==> config.mk <==
export PLATFORM = sky130hd
export DESIGN_NAME = uart_rx
export DESIGN_NICKNAME = d
export VERILOG_FILES = /design/src/rtl/uart_pkg.sv /design/src/rtl/uart_sync2.sv /design/src/rtl/uart_rx.sv
export SDC_FILE = /design/constraint.sdc
export NUM_CORES = 1
export LEC_CHECK = 0
export ABC_AREA = 1
export CORE_MARGIN = 1
export CORE_UTILIZATION = 32
export CTS_BUF_LIST = sky130_fd_sc_hd__clkbuf_4 sky130_fd_sc_hd__clkbuf_8
export CTS_CLUSTER_SIZE = 10
export DETAILED_ROUTE_END_ITERATION = 12
export HOLD_SLACK_MARGIN = 0.12
export PLACE_DENSITY = 0.56
export RECOVER_POWER = 100
export SYNTH_ARGS = -nofsm -noshare
export SYNTH_HDL_FRONTEND = slang
export SYNTH_SLANG_ARGS = --single-unit
export TNS_END_PERCENT = 50
==> constraint.sdc <==
create_clock -name clk -period 2.5 [get_ports clk]
set_input_delay 0.25 -clock clk [delete_from_list [all_inputs] [get_ports clk]]
set_output_delay 0.25 -clock clk [all_outputs]
set_load 0.02 [all_outputs]
==> src/rtl/uart_pkg.sv <==
// Shared UART definitions: receiver FSM states, data width and default bit timing.
// Also used by the matching transmitter and its bench.
package uart_pkg;

  localparam int DATA_W           = 8;
  localparam int CLKS_PER_BIT_DEF = 87;  // 10 MHz clock, 115200 baud

  typedef enum logic [2:0] {
    IDLE,
    START,
    DATA,
    STOP,
    CLEANUP
  } uart_state_e;

endpackage

==> src/rtl/uart_sync2.sv <==
// Two-flop synchronizer for the asynchronous serial line; resets to the idle (high) level.
module uart_sync2 (
  input  logic clk,
  input  logic rst,
  input  logic d_i,
  output logic q_o
);

  logic [1:0] sync_q;

  // NOTE: both flops reset to 1 (idle line) so leaving reset can never fake a start bit.
  always_ff @(posedge clk or negedge rst) begin
    if (!rst) begin
      sync_q <= 2'b11;
    end else begin
      sync_q <= {sync_q[0], d_i};
    end
  end

  assign q_o = sync_q[1];

endmodule

==> src/rtl/uart_rx.sv <==
// UART receiver: 8N1, mid-bit sampling, framing-error pulse, break-safe re-arming.
module uart_rx
  import uart_pkg::*;
#(
  parameter int CLKS_PER_BIT = CLKS_PER_BIT_DEF
) (
  input  logic              clk,
  input  logic              rst,
  input  logic              i_RX_Serial,
  output logic              o_RX_DV,
  output logic [DATA_W-1:0] o_RX_Byte,
  output logic              o_RX_Active,
  output logic              o_RX_Error
);

  localparam int              CNT_W = $clog2(CLKS_PER_BIT);
  localparam logic [CNT_W-1:0] HALF = CNT_W'((CLKS_PER_BIT - 1) / 2);
  localparam logic [CNT_W-1:0] LAST = CNT_W'(CLKS_PER_BIT - 1);
  localparam logic [CNT_W-1:0] ONE  = CNT_W'(1);

  logic s_rx;

  uart_sync2 u_sync (
    .clk (clk),
    .rst (rst),
    .d_i (i_RX_Serial),
    .q_o (s_rx)
  );

  uart_state_e       state_q,   state_d;
  logic [CNT_W-1:0]  cnt_q,     cnt_d;
  logic [2:0]        bit_idx_q, bit_idx_d;
  logic [DATA_W-1:0] data_q,    data_d;
  logic [DATA_W-1:0] byte_q,    byte_d;
  logic              armed_q,   armed_d;
  logic              dv_q,      dv_d;
  logic              err_q,     err_d;

  // NOTE: sequential state is only ever written with non-blocking assignments.
  always_ff @(posedge clk or negedge rst) begin
    if (!rst) begin
      state_q   <= IDLE;
      cnt_q     <= '0;
      bit_idx_q <= '0;
      data_q    <= '0;
      byte_q    <= '0;
      armed_q   <= 1'b0;
      dv_q      <= 1'b0;
      err_q     <= 1'b0;
    end else begin
      state_q   <= state_d;
      cnt_q     <= cnt_d;
      bit_idx_q <= bit_idx_d;
      data_q    <= data_d;
      byte_q    <= byte_d;
      armed_q   <= armed_d;
      dv_q      <= dv_d;
      err_q     <= err_d;
    end
  end

  // NOTE: every variable gets a default first so no path through the case infers a latch.
  always_comb begin
    state_d   = state_q;
    cnt_d     = cnt_q;
    bit_idx_d = bit_idx_q;
    data_d    = data_q;
    byte_d    = byte_q;
    armed_d   = armed_q;
    dv_d      = 1'b0;
    err_d     = 1'b0;

    unique case (state_q)
      IDLE: begin
        cnt_d = '0;
        if (armed_q && !s_rx) begin
          // The detection cycle is cycle 0, so START begins counting at 1.
          state_d   = START;
          cnt_d     = ONE;
          bit_idx_d = '0;
          armed_d   = 1'b0;
        end else if (s_rx) begin
          armed_d = 1'b1;
        end
      end

      START: begin
        if (cnt_q == HALF) begin
          cnt_d = '0;
          if (s_rx) begin
            state_d = IDLE;
            armed_d = 1'b1;
          end else begin
            state_d = DATA;
          end
        end else begin
          cnt_d = cnt_q + ONE;
        end
      end

      DATA: begin
        if (cnt_q == LAST) begin
          cnt_d             = '0;
          data_d[bit_idx_q] = s_rx;
          if (bit_idx_q == 3'd7) begin
            state_d = STOP;
          end else begin
            bit_idx_d = bit_idx_q + 3'd1;
          end
        end else begin
          cnt_d = cnt_q + ONE;
        end
      end

      STOP: begin
        if (cnt_q == LAST) begin
          cnt_d   = '0;
          state_d = CLEANUP;
          // A low stop bit is a break candidate: stay disarmed until the line goes high.
          armed_d = s_rx;
          if (s_rx) begin
            dv_d   = 1'b1;
            byte_d = data_q;
          end else begin
            err_d = 1'b1;
          end
        end else begin
          cnt_d = cnt_q + ONE;
        end
      end

      CLEANUP: state_d = IDLE;

      default: state_d = IDLE;
    endcase
  end

  always_comb begin
    o_RX_Active = (state_q == START) || (state_q == DATA) || (state_q == STOP);
    o_RX_DV     = dv_q;
    o_RX_Error  = err_q;
    o_RX_Byte   = byte_q;
  end

endmodule

* Word level (Yosys, flattened, before mapping) *
Cells that the tools add are included.
W data, S select, Z words.

word-level totals
  flip-flop bits (word level) = 34
  input port bits = 3
  output and inout bits = 11

operators by class
  add/subtract/negate cells = 2
  magnitude comparators = 2
  equality and inequality tests = 12
  muxes and demuxes = 29
  reductions and logical operators = 15

operators by type and width
  kind                   number
  $mux W3                8
  $pmux W7 S3            1
  $mux W7                2
  $mux W1                12
  $ne A2 B2 Y1 const B   6
  $pmux W3 S4            1
  $bwmux W8              1
  $add A7 B1 Y7 const B  1
  $eq A7 B6 Y1 const B   1
  $eq A7 B7 Y1 const B   1
  $eq A3 B2 Y1 const B   2
  $pmux W3 S2            1
  $reduce_and A3 Y1      2
  $reduce_bool A3 Y1     2
  $reduce_and A5 Y1      1
  $lt A3 B4 Y1 const B   1
  $reduce_and A4 Y1      1
  $add A3 B1 Y3 const B  1
  $demux W1 S3           1
  $eq A3 B1 Y1 const B   1
  $eq A3 B3 Y1 const B   1
  $ge A3 B1 Y1 const B   1
  $logic_not A3 Y1       1
  $pmux W1 S3            1
  other kinds (7)        9

* Depth between registers and ports, before layout *
  depth after elaboration = 5
  mapped depth = 11

* Cells and area by module *
Synthesis repeated with hierarchy kept, for this count alone.

unflattened totals
  cell total of the unflattened synthesis = 204
  area, all modules = 1744.2 um^2

by module, submodules not included
  module      instances  cells an instance  area an instance (um^2)  sequential area each (um^2)
  uart_rx     1          202                1691.6                   800.8
  uart_sync2  1          2                  52.6                     52.6

* Least setup slack after synthesis *
Ideal clock, no wire load.

  kind = register to register
  start point = register cnt_q[0]
  end point = register bit_idx_q[0]
  setup time = 117 ps
  data arrival time = 1270 ps
  setup slack = 1113 ps
  stages on the path, launching flop included = 12
  buffers on the path = 0
  path through = dfrtp_1 -> inv_1 -> ha_1 -> nand2_1 -> inv_1 -> nand3_4 -> nand2_1 -> nand2_2 -> inv_2 -> nand2_2 -> nand2_1 -> nand2_1

between the ends
  longest elaborated chain between the ends = 3

RTL lines
  what                         line            RTL
  from (decl)                  uart_rx.sv:31   logic [CNT_W-1:0] cnt_q, cnt_d;
  from (signal assigned)       uart_rx.sv:52   cnt_q <= cnt_d;
  $eq A7 B7 Y1                 uart_rx.sv:102  if (cnt_q == LAST) begin
  $ne A2 B2 Y1 (no line)       --
  $reduce_and A4 Y1 (no line)  --
  to (signal assigned)         uart_rx.sv:53   bit_idx_q <= bit_idx_d;
  to (decl)                    uart_rx.sv:32   logic [2:0] bit_idx_q, bit_idx_d;

No other way between the ends.
A chain may end at the register's enable or synchronous reset.

* Worst setup path after layout *
  start point = register state_q[2]
  end point = output port o_RX_Active

between the ends
  longest elaborated chain between the ends = 3
  elaborated cells between the ends (all ways) = 5
  those cells by class = eq/ne (3); reduce/logical (2)

RTL lines
  what                                          line            RTL
  from (decl)                                   uart_rx.sv:30   uart_state_e state_q, state_d;
  from (signal assigned)                        uart_rx.sv:51   state_q <= state_d;
  $eq A3 B1 Y1 or $eq A3 B2 Y1 (tied branches)  uart_rx.sv:139  o_RX_Active = (state_q == START) || (state_q == DATA) || (state_q == STOP);
  $logic_or A1 B1 Y1                            uart_rx.sv:139
  $logic_or A1 B1 Y1 (*)                        uart_rx.sv:139
  to (decl)                                     uart_rx.sv:12   output logic o_RX_Active,

Every way passes the cells marked *; elsewhere a longest branch is shown, timed or not.

==> flow_summary_export.csv <==
group,metric,value,unit
sta,fin_skew,7.397,ps
sta,slew_headroom,0.4377,
logic_synthesis,yosysWarnings,0,
logic_synthesis,synth.distinct_cells,32,
floorplanning,ios,14,
sta,min_period,2048,ps
global_routing,grt_usage,0.1268,
route,drt-initial-drc-count,62,
finish,final_core_util,0.3969,
floorplanning,row_count,26,
setup_path,r2r_slack,600,ps
logic_synthesis,synth-simple-area-share,0.3491,
pwr,peakVddDrop,0.3872,mV
global_routing,grt_pass1_wl,5.823,mm
sta,grt_setup_unrepaired,"false",
route,avgRoutedWirePerCell,10.58,µm
setup_path,worstSetupStartpointType,"register",
setup_path,cp_num_buf_inv,3,
global_routing,grt_pass1_vias,1346,
sta,setup_viol,0,
logic_synthesis,synth-xor-area-share,0.004947,
setup_path,worstPathRequired,2250,ps
place,io_buffers,13,
global_routing,grt_max_degree,35,
floorplanning,die_h,76.38,µm
sta,finalMaxSlewViolations,0,
finish,layout_common_cells,"nand2_1, dfrtp_1, inv_1, nand3_1, nor2_1",
finish,multi_input_area,728.2,µm²
clock_tree,clock_latency,280,ps
clock_tree,clkTransAtPathRegs,70,ps
setup_path,cp_cell_sequence,"inv_4, o21ai_0, inv_1, dlygate4sd3_1",
finish,final_common_cell,"nand2_1",
setup_path,critical_path.max_fanout,10,
setup_path,worstSetupPathType,"register to output pin",
pwr,leakage,1.060,nW
logic_synthesis,syn_area_per_cell,8.636,µm²
logic_synthesis,synth.net_count,212,
setup_path,critPathSlowestCell,"dlygate4sd3_1",
sta,worst_slew_pin_slew,843.5,ps
logic_synthesis,synth_top_family_by_area,"simple AND/OR/NAND/NOR gates",
finish,ff_latch_area,853.3,µm²
route,drt-total-wl,3.131,mm
logic_synthesis,synth_area,1770,µm²
run,max_cap_violations,0,
clock_tree,cts_sinks,34,
sta,finalCritPeriodShare,0.8191,
clock_tree,cts_resized,0,
finish,antenna_cells,0,
place,place_congestion,0.8215,
global_routing,gr-total-overflow,0,
pwr,p_sw,677.4,µW
floorplanning,dieArea,5834,µm²
outcome,status,"complete, no violations",
finish,syn_to_final_growth,16.68,%
logic_synthesis,synthAdderAreaFrac,0.02827,
floorplanning,core_area,5205,µm²
place,dpl_worst_slack,783.5,ps
route,ant_nets,0,
sta,hold_viol,0,
route,vias_per_cell,4.358,
setup_path,crit_family,"buffers and inverters",
pwr,cell_internal_pwr,1.239,mW
global_routing,antenna_found_initial,0,
pwr,clkPwrFrac,0.325,
route,vias,1290,
finish,fin_nets,232,
pwr,power_density,927.6,nW/µm²
logic_synthesis,ys_seq_elements,34,
clock_tree,htreeDepth,2,
route,drc,0,
sta,tns,0,ps
pwr,comb_power_share,0.306,
clock_tree,cts_hold_buf,0,
finish,fillers,549,
floorplanning,die_w,76.38,µm
setup_path,max_stage_delay,660,ps
clock_tree,clockBufferDepth,2,
sta,fin_ws,452.2,ps
place,dp_hpwl,2.298,mm
route,firstDrtPassIters,4,
sta,max_freq,488.3,MHz
pwr,sw_frac_of_total,0.3535,
logic_synthesis,synth-seq-area-share,0.4820,
logic_synthesis,synth_compound_area_frac,0.06219,
logic_synthesis,synth_cells,205,
clock_tree,post-cts-setup-buffers,0,
floorplanning,start_util,0.3401,
clock_tree,cts_inserted_buffers,5,
clock_tree,root_buffer,"clkbuf_8",
min_path,hold_path.class,"register to register",
finish,drive_gt1_frac,0.1327,
clock_tree,cts_tree,"yes",
logic_synthesis,synth.area.mux_share,0,
setup_path,cp_data_arrival_time,1800,ps
pwr,p_seq_frac,0.368,
setup_path,crit_path_end_kind,"output pin",
[Yosys cell counts]
master / n / area, µm²
nor3_4: 1 / 16.27
clkinv_4: 1 / 8.760
nor2_2: 4 / 25.02
nor4_1: 1 / 6.260
a21oi_1: 2 / 10.01
a31oi_1: 1 / 6.260
nand3b_1: 2 / 15.01
nor2_4: 2 / 22.52
ha_1: 4 / 50.05
nand4_1: 1 / 6.260
o211ai_1: 1 / 7.510
nand2_4: 1 / 11.26
nand2_1: 57 / 214.0
dfrtp_1: 32 / 800.8
xor2_1: 1 / 8.760
o21ai_1: 9 / 45.04
nor2_8: 2 / 40.04
buf_6: 1 / 11.26
nand2_2: 6 / 37.54
nand3_4: 2 / 35.03
nor3_1: 3 / 15.01
inv_1: 22 / 82.58
inv_4: 2 / 12.51
o21ai_2: 1 / 8.760
nor2_1: 11 / 41.29
dfstp_2: 2 / 52.55
inv_2: 4 / 15.01
o21ai_0: 5 / 25.02
nand3_1: 19 / 95.09
nor3_2: 3 / 30.03
nor3b_1: 1 / 7.510
o21bai_1: 1 / 7.510
[flip-flops by register name, indices dropped and copies added, names as in the netlist, 2 cells and up]
signal,cells
data_q,8
o_RX_Byte,8
cnt_q,7
bit_idx_q,3
state_q,3
u_sync.sync_q,2
[through the flow]
stage          instances  hold WS [ps]  instance area [µm²]  total power, mW
6_report             296         358.1                 2066            1.916
5_1_grt              296         369.7                 2066            2.061
4_1_cts              296         361.5                 2127            2.001
3_5_place_dp         288         351.7                 1984            1.365
3_3_place_gp         288         346.6                 1984            1.364
2_1_floorplan        205        -45.59                 1770            1.231
[power groups by stage]
| stage | clock, mW | combinational, mW | sequential (mW) |
|---|---|---|---|
| global route | 0.669 | 0.677 | 0.715 |
| finish | 0.624 | 0.587 | 0.705 |
| global placement | 0 | 0.649 | 0.715 |
| floorplan | 0 | 0.542 | 0.688 |
| CTS | 0.644 | 0.651 | 0.706 |
| detailed placement | 0 | 0.648 | 0.717 |
[cell type report]
type | count | area share
clock buffers | 6 | 0.03998
clock inverters | 2 | 0.02907
flip-flops and latches | 34 | 0.4131
well taps | 70 | 0.04240
multi-input cells | 141 | 0.3525
inverters | 29 | 0.05754
repair buffers | 14 | 0.06542
[cells by family after synthesis]
logic type | after synthesis
buf+inv | 30
flops | 34
simple gates | 116
fa+ha+maj | 4
xor+xnor | 1
compound gates | 20
[final timing paths]
| check | from | cells after the start | end |
|---|---|---|---|
| min in group asynchronous | rst | 2 | o_RX_Error$_DFF_PN0_ |
| setup reg to reg | cnt_q[0]$_DFFE_PN0P_ | 9 | data_q[4]$_DFFE_PN0P_ |
| max in group asynchronous | rst | 2 | bit_idx_q[2]$_DFFE_PN0P_ |
| setup / recovery | state_q[2]$_DFFE_PN0P_ | 4 | o_RX_Active |
| hold / removal | u_sync.sync_q[0]$_DFF_PN1_ | 0 | u_sync.sync_q[1]$_DFF_PN1_ |
| hold reg to reg | u_sync.sync_q[0]$_DFF_PN1_ | 0 | u_sync.sync_q[1]$_DFF_PN1_ |
[metal layers]
| layer | global-route usage | wire length, µm |
|---|---|---|
| met5 | 0 | 0 |
| met1 | 0.1493 | 1599 |
| met4 | 0.05769 | 59 |
| met2 | 0.2162 | 1397 |
| met3 | 0.03234 | 74 |
Note: power is estimated with default switching activity, not from simulation.
